==> config.mk <==
export PLATFORM = sky130hd
export DESIGN_NAME = timer_bank_flat
export DESIGN_NICKNAME = d
export VERILOG_FILES = /design/src/rtl/timer_bank_pkg.sv /design/src/rtl/timer_bank_if.sv /design/src/rtl/timer_bank_channel.sv /design/src/rtl/timer_bank.sv /design/src/flat_wrapper.sv
export SDC_FILE = /design/constraint.sdc
export NUM_CORES = 1
export LEC_CHECK = 0
export BUFFER_PORTS_ARGS = -buffer_cell sky130_fd_sc_hd__buf_2
export CAP_MARGIN = 20
export CORE_ASPECT_RATIO = 0.5
export CORE_MARGIN = 2
export CORE_UTILIZATION = 30
export CTS_BUF_LIST = sky130_fd_sc_hd__clkbuf_8
export CTS_CLUSTER_SIZE = 8
export DETAILED_ROUTE_END_ITERATION = 12
export MAX_ROUTING_LAYER = met4
export PLACE_DENSITY = 0.53
export SYNTH_ARGS = -nofsm -noshare
export SYNTH_HDL_FRONTEND = slang
export SYNTH_HIERARCHICAL = 1
export SYNTH_SLANG_ARGS = --single-unit
export TNS_END_PERCENT = 30
==> constraint.sdc <==
create_clock -name clk -period 3.6 [get_ports clk]
set_clock_uncertainty 0.2 [all_clocks]
set_input_delay 0.72 -clock clk [delete_from_list [all_inputs] [get_ports clk]]
set_output_delay 0.72 -clock clk [all_outputs]
set_load 0.1 [all_outputs]
==> src/rtl/timer_bank_pkg.sv <==
// timer_bank_pkg: shared types and constants for the timer bank.
//   - mode_e: per-channel counting mode.
//   - Control field offsets inside each channel's 4-bit control nibble.
//   - Helpers for the control and status register addresses.
package timer_bank_pkg;

  typedef enum logic [1:0] {
    MODE_ONESHOT  = 2'b00,
    MODE_PERIODIC = 2'b01,
    MODE_SQUARE   = 2'b10,
    MODE_FREERUN  = 2'b11
  } mode_e;

  localparam int MODE_LSB    = 0;
  localparam int EN_BIT      = 2;
  localparam int IE_BIT      = 3;
  localparam int CTRL_STRIDE = 4;

  // Control register sits directly after the channel registers.
  function automatic int ctrl_addr(input int n_ch);
    return n_ch;
  endfunction

  // Status register follows the control register.
  function automatic int status_addr(input int n_ch);
    return n_ch + 1;
  endfunction

endpackage

==> src/rtl/timer_bank_if.sv <==
// timer_bank_if: bus and timer I/O bundle for timer_bank.
//   tick   [N_CH]  per-channel count enable
//   we             register write strobe
//   addr   [AW]    register select (channels, control, status)
//   wdata  [WIDTH] write data
//   rdata  [WIDTH] read data (combinational from addr)
//   ch_out [N_CH]  per-channel timer output
//   irq            interrupt request
// master drives stimulus/bus side, slave is the timer bank.
interface timer_bank_if #(
  parameter int N_CH  = 3,
  parameter int WIDTH = 32
);
  localparam int AW = $clog2(N_CH + 2);

  logic [N_CH-1:0]  tick;
  logic             we;
  logic [AW-1:0]    addr;
  logic [WIDTH-1:0] wdata;
  logic [WIDTH-1:0] rdata;
  logic [N_CH-1:0]  ch_out;
  logic             irq;

  modport master (
    output tick, we, addr, wdata,
    input  rdata, ch_out, irq
  );

  modport slave (
    input  tick, we, addr, wdata,
    output rdata, ch_out, irq
  );

endinterface

==> src/rtl/timer_bank_channel.sv <==
// timer_channel: one down-counting timer of the bank.
//   clk, rst  system clock, async active-high reset
//   tick, en  count only when both are high
//   mode      counting mode (one-shot, periodic, square, free-run)
//   wr, wdata load reload and count (a write beats a same-cycle tick)
//   count     current count value
//   ch_out    registered timer output
//   expire    high in the cycle whose clock edge performs an expiry event
module timer_channel
  import timer_bank_pkg::*;
#(
  parameter int WIDTH = 32
) (
  input  logic             clk,
  input  logic             rst,
  input  logic             tick,
  input  logic             en,
  input  mode_e            mode,
  input  logic             wr,
  input  logic [WIDTH-1:0] wdata,
  output logic [WIDTH-1:0] count,
  output logic             ch_out,
  output logic             expire
);

  logic [WIDTH-1:0] count_r;
  logic [WIDTH-1:0] reload_r;
  logic             ch_out_r;
  logic [WIDTH-1:0] count_nx;
  logic [WIDTH-1:0] reload_nx;
  logic             ch_out_nx;
  logic             expire_s;
  logic [WIDTH-1:0] dec_s;
  logic             at_zero_s;

  assign dec_s     = count_r - WIDTH'(1);
  assign at_zero_s = (count_r == '0);

  // Next-state computation for count, reload and output.
  always_comb begin
    count_nx  = count_r;
    reload_nx = reload_r;
    expire_s  = 1'b0;
    // The periodic pulse lasts exactly one clk cycle, independent of ticks.
    if (mode == MODE_PERIODIC) begin
      ch_out_nx = 1'b0;
    end else begin
      ch_out_nx = ch_out_r;
    end

    if (wr) begin
      reload_nx = wdata;
      if (mode == MODE_SQUARE) begin
        count_nx = {1'b0, wdata[WIDTH-1:1]};
      end else begin
        count_nx = wdata;
      end
      // In free-run the output always mirrors the count MSB.
      if (mode == MODE_FREERUN) begin
        ch_out_nx = wdata[WIDTH-1];
      end else begin
        ch_out_nx = 1'b0;
      end
    end else if (en && tick) begin
      case (mode)
        MODE_ONESHOT: begin
          if (!at_zero_s) begin
            count_nx = dec_s;
            if (count_r == WIDTH'(1)) begin
              ch_out_nx = 1'b1;
              expire_s  = 1'b1;
            end else begin
              ch_out_nx = ch_out_r;
            end
          end else begin
            count_nx = count_r;
          end
        end
        MODE_PERIODIC: begin
          if (!at_zero_s) begin
            count_nx = dec_s;
          end else begin
            count_nx  = reload_r;
            ch_out_nx = 1'b1;
            expire_s  = 1'b1;
          end
        end
        MODE_SQUARE: begin
          if (!at_zero_s) begin
            count_nx = dec_s;
          end else begin
            count_nx  = {1'b0, reload_r[WIDTH-1:1]};
            ch_out_nx = ~ch_out_r;
            expire_s  = 1'b1;
          end
        end
        MODE_FREERUN: begin
          count_nx  = dec_s;
          ch_out_nx = dec_s[WIDTH-1];
          expire_s  = at_zero_s;
        end
        default: begin
          count_nx = count_r;
        end
      endcase
    end else begin
      count_nx = count_r;
    end
  end

  // Channel state registers.
  always_ff @(posedge clk or posedge rst) begin
    if (rst) begin
      count_r  <= '0;
      reload_r <= '0;
      ch_out_r <= 1'b0;
    end else begin
      count_r  <= count_nx;
      reload_r <= reload_nx;
      ch_out_r <= ch_out_nx;
    end
  end

  assign count  = count_r;
  assign ch_out = ch_out_r;
  assign expire = expire_s;

endmodule

==> src/rtl/timer_bank.sv <==
// timer_bank: N_CH independent down-counting timers with a small register file.
//   clk, rst  system clock, async active-high reset
//   bus       timer_bank_if.slave: tick, we, addr, wdata, rdata, ch_out, irq
// Register map: 0..N_CH-1 channel reload/count, N_CH control, N_CH+1 status (W1C).
// Optional feature macro TIMER_BANK_IRQ_EN: when defined the ie bits are
// writable and irq = registered OR of (flag & ie); otherwise irq is held at 0
// and the ie bits read 0.
module timer_bank
  import timer_bank_pkg::*;
#(
  parameter int N_CH  = 3,
  parameter int WIDTH = 32
) (
  input  logic          clk,
  input  logic          rst,
  timer_bank_if.slave   bus
);

  localparam int AW     = $clog2(N_CH + 2);
  localparam int CW     = CTRL_STRIDE * N_CH;
  localparam int CTRL_A = ctrl_addr(N_CH);
  localparam int STAT_A = status_addr(N_CH);

`ifdef TIMER_BANK_IRQ_EN
  localparam logic IE_WRITABLE = 1'b1;
`else
  localparam logic IE_WRITABLE = 1'b0;
`endif

  // Writable control bits: mode and en always, ie only with interrupts built in.
  function automatic logic [CW-1:0] ctrl_mask(input logic ie_writable);
    logic [CW-1:0] m;
    m = '0;
    for (int i = 0; i < N_CH; i++) begin
      m[i*CTRL_STRIDE + MODE_LSB +: 2] = 2'b11;
      m[i*CTRL_STRIDE + EN_BIT]        = 1'b1;
      m[i*CTRL_STRIDE + IE_BIT]        = ie_writable;
    end
    return m;
  endfunction

  localparam logic [CW-1:0] CTRL_MASK = ctrl_mask(IE_WRITABLE);

  logic [CW-1:0]    ctrl_r;
  logic [N_CH-1:0]  flags_r;
  logic             irq_r;
  logic [N_CH-1:0]  flags_nx;
  logic             irq_nx;
  logic             ctrl_wr_s;
  logic             stat_wr_s;
  logic [N_CH-1:0]  ch_wr_s;
  logic [N_CH-1:0]  en_s;
  logic [N_CH-1:0]  expire_s;
  mode_e            mode_s  [N_CH];
  logic [WIDTH-1:0] count_s [N_CH];
  logic [WIDTH-1:0] rdata_s;

  assign ctrl_wr_s = bus.we && (bus.addr == AW'(CTRL_A));
  assign stat_wr_s = bus.we && (bus.addr == AW'(STAT_A));

  for (genvar i = 0; i < N_CH; i++) begin : g_ch
    assign ch_wr_s[i] = bus.we && (bus.addr == AW'(i));
    assign en_s[i]    = ctrl_r[i*CTRL_STRIDE + EN_BIT];
    assign mode_s[i]  = mode_e'(ctrl_r[i*CTRL_STRIDE + MODE_LSB +: 2]);

    timer_channel #(.WIDTH(WIDTH)) u_ch (
      .clk    (clk),
      .rst    (rst),
      .tick   (bus.tick[i]),
      .en     (en_s[i]),
      .mode   (mode_s[i]),
      .wr     (ch_wr_s[i]),
      .wdata  (bus.wdata),
      .count  (count_s[i]),
      .ch_out (bus.ch_out[i]),
      .expire (expire_s[i])
    );
  end

  // Status flags: write-1-to-clear, with a same-cycle expiry taking priority.
  always_comb begin
    flags_nx = flags_r;
    if (stat_wr_s) begin
      flags_nx = flags_r & ~bus.wdata[N_CH-1:0];
    end else begin
      flags_nx = flags_r;
    end
    flags_nx = flags_nx | expire_s;
  end

  // Interrupt request source, evaluated from the already-registered flags.
  always_comb begin
    irq_nx = 1'b0;
`ifdef TIMER_BANK_IRQ_EN
    for (int i = 0; i < N_CH; i++) begin
      if (flags_r[i] && ctrl_r[i*CTRL_STRIDE + IE_BIT]) begin
        irq_nx = 1'b1;
      end else begin
        irq_nx = irq_nx;
      end
    end
`endif
  end

  // Control, status and interrupt registers.
  always_ff @(posedge clk or posedge rst) begin
    if (rst) begin
      ctrl_r  <= '0;
      flags_r <= '0;
      irq_r   <= 1'b0;
    end else begin
      if (ctrl_wr_s) begin
        ctrl_r <= bus.wdata[CW-1:0] & CTRL_MASK;
      end
      flags_r <= flags_nx;
      irq_r   <= irq_nx;
    end
  end

  // Read mux: channel addresses return the live count, not the reload value.
  always_comb begin
    rdata_s = '0;
    for (int i = 0; i < N_CH; i++) begin
      if (bus.addr == AW'(i)) begin
        rdata_s = count_s[i];
      end else begin
        rdata_s = rdata_s;
      end
    end
    if (bus.addr == AW'(CTRL_A)) begin
      rdata_s = WIDTH'(ctrl_r);
    end else if (bus.addr == AW'(STAT_A)) begin
      rdata_s = WIDTH'(flags_r);
    end else begin
      rdata_s = rdata_s;
    end
  end

  assign bus.rdata = rdata_s;
  assign bus.irq   = irq_r;

endmodule

==> src/flat_wrapper.sv <==
// flat-port wrapper written by rule: the top's interface ports become plain ports
module timer_bank_flat import timer_bank_pkg::*;
#(
  parameter int N_CH  = 3,
  parameter int WIDTH = 32
)
  (clk, rst, bus_tick, bus_we, bus_addr, bus_wdata, bus_rdata, bus_ch_out, bus_irq);
  timer_bank_if #(.N_CH(N_CH), .WIDTH(WIDTH)) bus_i ();
  input  logic clk;
  input  logic rst;
  input wire logic [$bits(bus_i.tick)-1:0] bus_tick;
  input wire logic [$bits(bus_i.we)-1:0] bus_we;
  input wire logic [$bits(bus_i.addr)-1:0] bus_addr;
  input wire logic [$bits(bus_i.wdata)-1:0] bus_wdata;
  output wire logic [$bits(bus_i.rdata)-1:0] bus_rdata;
  output wire logic [$bits(bus_i.ch_out)-1:0] bus_ch_out;
  output wire logic [$bits(bus_i.irq)-1:0] bus_irq;
  assign bus_i.tick = bus_tick;
  assign bus_i.we = bus_we;
  assign bus_i.addr = bus_addr;
  assign bus_i.wdata = bus_wdata;
  assign bus_rdata = bus_i.rdata;
  assign bus_ch_out = bus_i.ch_out;
  assign bus_irq = bus_i.irq;
  timer_bank #(.N_CH(N_CH), .WIDTH(WIDTH)) u_core (.clk(clk), .rst(rst), .bus(bus_i));
endmodule
==> flow_summary_export.csv, run 1 <==
group,metric,value,unit
die,row_count,58,
timing,max_slew.worst_pin.slew,1.05,ns
die,floorplan.initialDensity,0.303,
min_path,hold_path.class,"input pin to async pin",
clock_tree,cts_tree,"built",
logic_synthesis,synth_top_area_frac,0.340,
critical_path,ff2ff_path_depth,7,
logic_synthesis,ys.flop_type,"dfrtp_1",
timing,period_minus_slack,3.42,ns
critical_path,cp_common_cell,"or4_1",
clock_tree,cts_setup_buffers,0,
critical_path,critPathKind,"flop to flop",
logic_synthesis,synth.area.top_cells,"dfrtp_1, mux2_2, o21ai_0",
place,dp_hpwl,41.8,mm
critical_path,crit_path_end_kind,"flop",
route,firstDrtPassIters,7,
place,port_buffers,75,
logic_synthesis,yosys.area.top_type,"dfrtp_1",
place,place_area,17100,sq um
logic_synthesis,yosysMostFrequentCell,"dfrtp_1",
logic_synthesis,synth.distinct_cells,73,
logic_synthesis,seq_area_frac_synth,0.340,
critical_path,slowest_stage,"or4_1",
critical_path,cp.required,3.83,ns
pwr,p_leak,7.17,nW
pwr,power.density,693,nW/um^2
route,wl_per_cell,24.0,um
die,coreArea,50200,sq um
timing,period_share,0.949,
pwr,ir_drop,0.300,mV
clock_tree,clk_pin_slew,0.07,ns
timing,rsz0062_at_grt,"no",
logic_synthesis,syn_nets,1760,
die,ios,77,
cells_and_area,post_route_cells_drive_above_1_share,0.218,
grt,gr-usage-all-layers,0.228,
critical_path,cpLargestDelayFamily,"simple AND/OR/NAND/NOR gates",
logic_synthesis,syn_area,15200,sq um
timing,setup_viol,0,
logic_synthesis,synth_seq_cells,207,
grt,grt.overflow.total,0,
route,wl,59.4,mm
route,ant_nets,0,
pwr,total_power,12.4,mW
logic_synthesis,synth_commonest_cells,"dfrtp_1, o21ai_0, mux2_2",
critical_path,worst-path-stages,7,
clock_tree,cts-resized-gates,0,
cells_and_area,utilization,0.356,
die,dieHeight,163,um
place,placedCellCount,2412,
critical_path,crit_buf_inv,1,
run,drv_cap,0,
timing,max_freq,293,MHz
critical_path,arrival,3.65,ns
logic_synthesis,synth_edf_count,0,
clock_tree,insertion_delay,0.57,ns
critical_path,max_stage_delay,0.62,ns
timing,hold_ws,0.115,ns
clock_tree,cts_made_buffers,38,
timing,layout_setup_ws,0.183,ns
grt,grt_pass1_vias,13900,
timing,hold_violations,0,
cells_and_area,final_cells,2478,
cells_and_area,stdcell_area,17900,sq um
route,drc_errors,0,
place,place_congestion,0.931,
grt,grt_pass1_wl,89.2,mm
timing,slew_viol_final,0,
outcome,status,"completed",
logic_synthesis,synth.avg_cell_area,8.99,sq um
critical_path,crit_start,"u_core/g_ch[0].u_ch/count[17]$_DFFE_PP0P_",
critical_path,r2r_end,"u_core/g_ch[0].u_ch/ch_out$_DFFE_PP0P_",
critical_path,crit_chain,"or4_1 > or4_1 > or4_4 > buf_4 > mux2i_1 > a2111oi_0 > o21ai_0",
clock_tree,htreeDepth,2,
clock_tree,holdBufCountCts,0,
logic_synthesis,netlist_instances,1695,
route,num_vias,14600,
grt,antenna_found_initial,6,
route,drt_iter0_markers,1480,
critical_path,cp-start-kind,"flop",
die,dieArea,52700,sq um
cells_and_area,area_delta_synth_final,17.3,%
route,via_per_inst,5.90,
die,die_w,323,um
cells_and_area,fin_nets,1827,
critical_path,crit_fanout,38,
critical_path,r2r_slack,0.18,ns
critical_path,r2r_start,"u_core/g_ch[0].u_ch/count[17]$_DFFE_PP0P_",
clock_tree,root_buffer,"clkbuf_8",
timing,setup_tns,0,ns
clock_tree,clockBufferDepth,3,
grt,grt_max_degree,66,
timing,slew_headroom,0.303,
critical_path,cp-endpoint,"u_core/g_ch[0].u_ch/ch_out$_DFFE_PP0P_",
place,place_ws,0.283,ns
logic_synthesis,synthArstFlopShare,1.00,
clock_tree,cts.sinks,207,
logic_synthesis,yosysWarningCount,6,
layout make-up:
| class | count | area [sq um] |
|---|---|---|
| Timing Repair Buffer | 167 | 1550 |
| Sequential cell | 207 | 5180 |
| Antenna cell | 2 | 5.00 |
| Fill cell | 5213 | 32400 |
| Clock buffer | 51 | 702 |
| Multi-Input combinational cell | 1310 | 9340 |
| Clock inverter | 13 | 77.6 |
| Inverter | 38 | 143 |
| Tap cell | 690 | 863 |
power by group:
part	switching [mW]	internal [mW]
Sequential	1.34	3.05
Clock	1.10	1.32
Combinational	3.23	2.35
logic make-up after synthesis:
group           count (synthesis)  share of synthesized area
simple gates                  481                      0.165
other cells                     1                   0.000246
buf+inv                       178                     0.0491
fa+ha+maj                      24                     0.0197
flops                         207                      0.340
compound gates                517                      0.224
mux                           226                      0.167
xor+xnor                       61                     0.0351
layout by cell type, fill, tap and decap left out, drive strengths merged, types with 6 or more instances in the layout:
master   synthesis  layout
o221ai          42      42
or3             10      10
a32oi           10      10
xnor2           24      24
a21oi           82      82
nand4           20      20
dfrtp          207     207
o31ai            8       8
or2              7       7
o21a            31      31
nand3           47      47
a221oi          17      17
o21ai          192     192
a221o           13      13
o22ai            9       9
nor3            49      49
a211oi          16      16
nand2          114     114
and3            28      28
buf             48     167
mux2           126     126
nor4            43      43
or4             14      14
mux4             7       7
inv             38      48
o211ai          15      15
ha              24      24
nand2b           6       6
clkbuf          92      51
nor2           109     109
o41ai           11      11
a2bb2oi         25      25
a21o             6       6
xor2            37      37
mux2i           93      93
nor2b           14      14
how the worst min path moves through the flow:
stage / slack [ns] / cells after the start / start / to
finish: 0.12 / 2 / rst / u_core/ctrl_r[9]$_DFFE_PP0P_
global route: 0.15 / 2 / rst / u_core/ctrl_r[5]$_DFFE_PP0P_
CTS: 0.11 / 2 / rst / u_core/ctrl_r[10]$_DFFE_PP0P_
detailed placement: 0.27 / 1 / u_core/flags_r[0]$_DFF_PP0_ / u_core/flags_r[0]$_DFF_PP0_
global placement: 0.26 / 1 / u_core/flags_r[0]$_DFF_PP0_ / u_core/flags_r[0]$_DFF_PP0_
floorplan: 0.25 / 1 / u_core/flags_r[2]$_DFF_PP0_ / u_core/flags_r[2]$_DFF_PP0_
flip-flops by register name, summed over array words and instances, names as in the netlist:
signal                     count
u_core/flags_r                 3
u_core/g_ch.u_ch/count        96
u_core/ctrl_r                  9
u_core/g_ch.u_ch/reload_r     96
u_core/g_ch.u_ch/ch_out        3
worst register-to-register path: stages (launching register included):
cell and delay, ns:
dfrtp_1 0.45, or4_1 0.62, or4_1 0.48, or4_4 0.51, buf_4 0.26, mux2i_1 0.16
a2111oi_0 0.45, o21ai_0 0.15
routing by layer:
layer / vias to the layer above / part of all wire / GRT usage
met4: 0 / 0.027 / 0.0719
met5: - / 0 / -
met3: 117 / 0.078 / 0.0391
met2: 650 / 0.45 / 0.348
li1: 6543 / - / -
met1: 7298 / 0.45 / 0.309
Power figures use the tool's default switching activity.
==> run 2: changes to the inputs <==
--- a/config.mk
+++ b/config.mk
@@ -17,6 +17,5 @@
 export PLACE_DENSITY = 0.53
 export SYNTH_ARGS = -nofsm -noshare
 export SYNTH_HDL_FRONTEND = slang
-export SYNTH_HIERARCHICAL = 1
 export SYNTH_SLANG_ARGS = --single-unit
 export TNS_END_PERCENT = 30
==> constraint.sdc (replaced) <==
create_clock -name clk -period 3.32 [get_ports clk]
set_clock_uncertainty 0.2 [all_clocks]
set_input_delay 0.664 -clock clk [delete_from_list [all_inputs] [get_ports clk]]
set_output_delay 0.664 -clock clk [all_outputs]
set_load 0.1 [all_outputs]
==> run 2 against run 1 <==
Against the previous run: final area is 1.8% lower; combinational power increased by 22%; hold slack lost 0.10 ns; setup slack improved by 0.092 ns; die area decreased by 1.5%; count of clock-buffer cells in the layout decreased by 2; sequential cell count stayed put; synthesized area is 1.5% lower; largest power group unchanged.
==> flow_summary_export.csv, run 2 <==
group,metric,value,unit
timing,slew_viol_final,0,
logic_synthesis,synth_edf_count,0,
clock_tree,cts_setup_buffers,0,
die,row_count,57,
min_path,hold_path.class,"input pin to async pin",
logic_synthesis,synth.area.top_cells,"dfrtp_1, mux2i_1, nand2_1",
critical_path,arrival,2.18,ns
die,dieHeight,162,um
clock_tree,clockBufferDepth,3,
route,drc_errors,0,
logic_synthesis,yosysWarningCount,0,
clock_tree,cts_tree,"built",
route,drt_iter0_markers,1675,
grt,grt.overflow.total,0,
run,drv_cap,0,
critical_path,crit_path_end_kind,"primary output",
cells_and_area,fin_nets,1919,
pwr,power.density,788,nW/um^2
logic_synthesis,synth_commonest_cells,"nand2_1, dfrtp_1, nor2_1",
logic_synthesis,syn_nets,1885,
critical_path,ff2ff_path_depth,10,
grt,grt_pass1_vias,13800,
pwr,ir_drop,0.302,mV
logic_synthesis,synthArstFlopShare,1.00,
timing,period_share,0.917,
clock_tree,clk_pin_slew,0.07,ns
clock_tree,cts_made_buffers,39,
timing,max_slew.worst_pin.slew,0.863,ns
cells_and_area,final_cell_mix,"nand2_1, dfrtp_1, o21ai_0, nor2_1, mux2i_1",
cells_and_area,nFillCells,5058,
cells_and_area,post_route_cells_drive_above_1_share,0.182,
route,num_vias,14400,
critical_path,cp.required,2.46,ns
logic_synthesis,synth_top_area_frac,0.345,
route,wl,56.2,mm
critical_path,cp-start-kind,"flop",
outcome,status,"completed",
pwr,total_power,13.8,mW
grt,grt_pass1_wl,86.5,mm
logic_synthesis,yosys.area.top_type,"dfrtp_1",
logic_synthesis,synth.distinct_cells,67,
critical_path,r2r_end,"u_core.g_ch[1].u_ch.count[7]$_DFFE_PP0P_",
timing,period_minus_slack,3.04,ns
critical_path,crit_fanout,6,
critical_path,r2r_slack,0.28,ns
grt,gr-usage-all-layers,0.222,
clock_tree,cts-resized-gates,0,
die,dieArea,51900,sq um
logic_synthesis,seq_area_frac_synth,0.345,
pwr,p_leak,7.30,nW
die,ios,77,
logic_synthesis,yosysMostFrequentCell,"nand2_1",
die,floorplan.initialDensity,0.307,
cells_and_area,utilization,0.359,
timing,rsz0062_at_grt,"no",
route,via_per_inst,5.69,
clock_tree,cts.sinks,207,
timing,hold_violations,0,
timing,hold_ws,0.0127,ns
logic_synthesis,netlist_instances,1822,
logic_synthesis,synth.avg_cell_area,8.23,sq um
grt,antenna_found_initial,2,
critical_path,r2r_start,"u_core.g_ch[1].u_ch.count[1]$_DFFE_PP0P_",
clock_tree,insertion_delay,0.59,ns
route,firstDrtPassIters,6,
timing,setup_viol,0,
route,ant_nets,0,
place,place_congestion,0.980,
clock_tree,holdBufCountCts,0,
cells_and_area,layout_commonest_cell,"nand2_1",
die,die_w,320,um
cells_and_area,area_delta_synth_final,17.0,%
place,dp_hpwl,40.0,mm
clock_tree,htreeDepth,2,
timing,max_freq,328,MHz
logic_synthesis,ys.flop_type,"dfrtp_1",
timing,setup_tns,0,ns
place,port_buffers,75,
place,place_ws,0.312,ns
logic_synthesis,syn_area,15000,sq um
die,coreArea,48900,sq um
clock_tree,root_buffer,"clkbuf_8",
timing,slew_headroom,0.422,
timing,layout_setup_ws,0.276,ns
critical_path,critPathKind,"flop to primary output",
route,wl_per_cell,22.2,um
logic_synthesis,synth_seq_cells,207,
grt,grt_max_degree,52,
## run 2: changes by cell type after synthesis, sizes merged, moves of 19 or more
cell	change
mux2	-80
a221o	+58
a2bb2oi	-24
nor2	+67
nand3	+44
mux2i	+22
nand2	+127
o21a	-25
and3	-23
xnor2	+33
xor2	-19
clkbuf	+39
o221ai	-41
## run 2: worst max-delay path by stage
stage,from,end,slack [ns]
3_3_place_gp,bus_addr[1],bus_rdata[0],0.32
5_1_grt,u_core.g_ch[2].u_ch.count[16]$_DFFE_PP0P_,u_core.g_ch[2].u_ch.count[18]$_DFFE_PP0P_,0.09
4_1_cts,u_core.g_ch[0].u_ch.count[8]$_DFFE_PP0P_,bus_rdata[8],0.27
6_report,u_core.g_ch[2].u_ch.count[6]$_DFFE_PP0P_,bus_rdata[6],0.28
3_5_place_dp,u_core.g_ch[1].u_ch.count[1]$_DFFE_PP0P_,u_core.g_ch[1].u_ch.count[9]$_DFFE_PP0P_,0.31
2_1_floorplan,bus_addr[0],bus_rdata[0],-0.28
## run 2: cells by family after synthesis
| family | after synthesis | share of synthesized area |
|---|---|---|
| compound gates | 455 | 0.198 |
| flops | 207 | 0.345 |
| buf+inv | 213 | 0.0613 |
| fa+ha+maj | 22 | 0.0183 |
| other cells | 1 | 0.000250 |
| simple gates | 680 | 0.210 |
| xor+xnor | 75 | 0.0438 |
| mux | 169 | 0.123 |
## run 2: per-stage QoR
step / instances / cell area (sq um)
finish: 2533 / 17500
global route: 2533 / 17500
CTS: 2531 / 17500
detailed placement: 2464 / 16800
global placement: 2464 / 16800
floorplan: 1822 / 15100
## run 2: layout make-up
class                           count  area [sq um]  area share
Multi-Input combinational cell   1402          9000       0.513
Sequential cell                   207          5180       0.295
Timing Repair Buffer              178          1680      0.0960
Tap cell                          649           812      0.0463
Clock buffer                       49           674      0.0384
Inverter                           28           109     0.00620
Clock inverter                     18          81.3     0.00463
Antenna cell                        2          5.00    0.000285
## run 2: metal layers
layer | track usage | up-vias | part of all wire
li1 | - | 6637 | -
met1 | 0.315 | 7117 | 0.47
met2 | 0.319 | 574 | 0.42
met3 | 0.0405 | 90 | 0.080
met4 | 0.0655 | 0 | 0.027
met5 | - | - | 0
## run 2: power breakdown
part	internal, mW	switching [mW]	total (mW)
combinational	2.70	4.10	6.79
sequential	3.28	1.19	4.48
clock	1.32	1.24	2.56
total	7.30	6.53	13.8
## run 2: worst max-delay path, cell delays in order, from the launching register on
cell,delay (ns)
dfrtp_1,0.56
mux4_2,0.34
nor2b_2,0.24
buf_2,0.47
==> run 3: changes to the inputs <==
--- a/config.mk
+++ b/config.mk
@@ -5,10 +5,11 @@
 export SDC_FILE = /design/constraint.sdc
 export NUM_CORES = 1
 export LEC_CHECK = 0
+export ABC_AREA = 1
 export BUFFER_PORTS_ARGS = -buffer_cell sky130_fd_sc_hd__buf_2
 export CAP_MARGIN = 20
 export CORE_ASPECT_RATIO = 0.5
-export CORE_MARGIN = 2
+export CORE_MARGIN = 3
 export CORE_UTILIZATION = 30
 export CTS_BUF_LIST = sky130_fd_sc_hd__clkbuf_8
 export CTS_CLUSTER_SIZE = 8
==> run 3 against run 2 <==
Against the previous run: critical path depth rose by 5; sequential share of layout area fell by 0.12 points; synthesized area rose by 1.3%; first-iteration DRC count fell by 0.66%; count of clock-buffer cells in the layout rose by 7; global-route usage rose by 1.7 points; sequential cell count did not move; routed wire length rose by 11%; cell count rose by 19%; via count rose by 8.5%; core utilization fell by 0.12 points.
==> flow_summary_export.csv, run 3 <==
group,metric,value,unit
outcome,status,"completed",
logic_synthesis,synth_seq_cells,207,
logic_synthesis,synth.area.top_cells,"dfrtp_1, nand2_1, o21ai_0",
critical_path,cp.required,2.46,ns
critical_path,r2r_slack,0.44,ns
route,wl_met2,25.0,mm
logic_synthesis,synth_commonest_cells,"nand2_1, o21ai_0, inv_1",
critical_path,crit_chain,"buf_2 > inv_2 > nor2_1 > nand2_1 > inv_1 > a221oi_1 > o22ai_1 > buf_12",
critical_path,crit_fanout,12,
logic_synthesis,synth_top_area_frac,0.341,
critical_path,max_stage_delay,0.37,ns
cells_and_area,area_delta_synth_final,15.9,%
grt,grt.overflow.total,0,
clock_tree,cts-resized-gates,0,
cells_and_area,final_cell_mix,"nand2_1, o21ai_0, inv_1, dfrtp_1, nor2_1",
logic_synthesis,syn_area,15200,sq um
timing,slew_headroom,0.421,
cells_and_area,fin_nets,2374,
clock_tree,root_buffer,"clkbuf_8",
timing,setup_viol,0,
cells_and_area,post_route_cells_drive_above_1_share,0.110,
timing,slew_viol_final,0,
pwr,netSwitchingFraction,0.484,
logic_synthesis,synth.distinct_cells,49,
logic_synthesis,netlist_instances,2275,
pwr,p_int,7.04,mW
logic_synthesis,ys.flop_type,"dfrtp_1",
die,coreArea,49300,sq um
logic_synthesis,seq_area_frac_synth,0.341,
timing,layout_setup_ws,0.373,ns
clock_tree,cts_tree,"built",
cells_and_area,utilization,0.358,
clock_tree,clk_pin_slew,0.06,ns
clock_tree,htreeDepth,2,
cells_and_area,nFillCells,5389,
pwr,ir_drop,0.249,mV
place,placedCellCount,2947,
pwr,p_sw,6.60,mW
timing,period_share,0.888,
clock_tree,cts_made_buffers,39,
min_path,hold_path_startpoint,"bus_wdata[24]",
grt,gr-usage-all-layers,0.238,
critical_path,crit_path_end_kind,"primary output",
place,place_congestion,0.965,
critical_path,r2r_start,"u_core.g_ch[0].u_ch.count[1]$_DFFE_PP0P_",
die,floorplan.initialDensity,0.308,
critical_path,slowest_stage,"inv_1",
pwr,power.density,774,nW/um^2
critical_path,cp-start-kind,"input pin",
place,place_ws,0.391,ns
die,die_w,324,um
timing,hold_violations,0,
pwr,p_leak,8.27,nW
pwr,pwr-share-clk,0.211,
pwr,p_seq_frac,0.320,
clock_tree,clockBufferDepth,3,
min_path,holdPathEnd,"u_core.g_ch[0].u_ch.reload_r[24]$_DFFE_PP0P_",
timing,rsz0062_at_grt,"no",
clock_tree,insertion_delay,0.57,ns
route,m1WireLength,30.8,mm
critical_path,critPathKind,"input pin to primary output",
route,top_layer,"met4",
critical_path,ff2ff_path_depth,11,
route,ant_nets,0,
place,dp_hpwl,48.1,mm
place,port_buffers,75,
cells_and_area,layout_commonest_cell,"nand2_1",
grt,grt_pass1_vias,14600,
route,num_vias,15600,
pwr,total_power,13.6,mW
grt,grt_pass1_wl,93.4,mm
route,via_per_inst,5.18,
clock_tree,cts.sinks,207,
route,wl_met3,5.99,mm
route,wl,62.6,mm
logic_synthesis,yosys.area.top_type,"dfrtp_1",
die,dieHeight,165,um
timing,max_freq,339,MHz
min_path,holdPathStages,3,
logic_synthesis,syn_nets,2338,
timing,max_slew.worst_pin.slew,0.866,ns
pwr,combPwrFrac,0.469,
critical_path,r2r_end,"u_core.g_ch[0].u_ch.count[0]$_DFFE_PP0P_",
grt,grt_max_degree,91,
run,drv_cap,0,
min_path,hold_path.class,"input pin to flop",
grt,antenna_found_initial,3,
die,ios,77,
timing,period_minus_slack,2.95,ns
logic_synthesis,yosysMostFrequentCell,"nand2_1",
die,dieArea,53600,sq um
route,firstDrtPassIters,6,
route,drt_iter0_markers,1664,
logic_synthesis,synthArstFlopShare,1.00,
critical_path,arrival,2.08,ns
route,drc_errors,0,
cells_and_area,final_cells,3020,
cells_and_area,multi_input_area,8530,sq um
logic_synthesis,synth_edf_count,0,
logic_synthesis,yosysWarningCount,0,
die,row_count,57,
route,wl_per_cell,20.7,um
logic_synthesis,synth.avg_cell_area,6.68,sq um
cells_and_area,seq_area,5180,sq um
==> run 3: cell count changes after synthesis, sizes merged, moves of 67 or more <==
cell	previous run	this run
a221o	71	1
nand2	241	640
nand3	91	158
o21ai	184	290
mux2i	115	0
inv	28	243
==> run 3: timing repair <==
item                      CTS  global route
buffers inserted            0             0
hold endpoints to repair    8             0
hold buffers                1             0
==> run 3: cell families (layout without fill, tap and decap cells) <==
kind of cell	count (synthesis)	count (layout)	share of synthesized area
compound gates	512	512	0.199
xor+xnor	60	60	0.0346
fa+ha+maj	22	22	0.0181
buf+inv	370	434	0.0994
flops	207	207	0.341
other cells	1	4	0.000247
simple gates	1103	1103	0.308
==> run 3: per-stage QoR <==
| step | hold slack, ns | TNS [ns] | instance area [sq um] |
|---|---|---|---|
| CTS | 0.231 | 0 | 17600 |
| global placement | 0.260 | 0 | 16700 |
| global route | 0.256 | 0 | 17600 |
| floorplan | 0.245 | -49.84 | 15200 |
| detailed placement | 0.268 | 0 | 16700 |
| finish | 0.263 | 0 | 17600 |
==> run 3: layout make-up <==
cell class / count / share of cell area
Antenna cell: 3 / 0.000426
Clock buffer: 56 / 0.0437
Clock inverter: 13 / 0.00604
Inverter: 245 / 0.0525
Multi-Input combinational cell: 1698 / 0.484
Sequential cell: 207 / 0.294
Tap cell: 678 / 0.0481
Timing Repair Buffer: 120 / 0.0707
==> run 3: metal layers <==
| metal | up-vias | GRT usage |
|---|---|---|
| li1 | 7543 | - |
| met2 | 581 | 0.328 |
| met1 | 7458 | 0.350 |
| met3 | 59 | 0.0627 |
| met5 | - | - |
| met4 | 0 | 0.0418 |
==> run 3: how the worst max path moves through the flow <==
| stage | start | end |
|---|---|---|
| after detailed placement | bus_addr[0] | bus_rdata[10] |
| after global routing | bus_addr[0] | bus_rdata[17] |
| after floorplan | bus_addr[1] | bus_rdata[5] |
| after global placement | bus_addr[0] | bus_rdata[0] |
| after CTS | bus_addr[1] | bus_rdata[12] |
| final | bus_addr[0] | bus_rdata[9] |
==> run 3: critical path, delay by kind of cell <==
| kind | cells | cell delay [ns] |
|---|---|---|
| buf+inv | 4 | 0.77 |
| simple gates | 2 | 0.20 |
| compound gates | 2 | 0.44 |
==> run 3: power by group through the flow <==
stage	clock network [mW]	logic (mW)	registers [mW]
detailed placement	0	6.32	4.34
global placement	0	6.32	4.36
floorplan	0	4.62	3.93
finish	2.88	6.40	4.36
global route	3.05	7.13	4.45
CTS	2.94	6.34	4.31
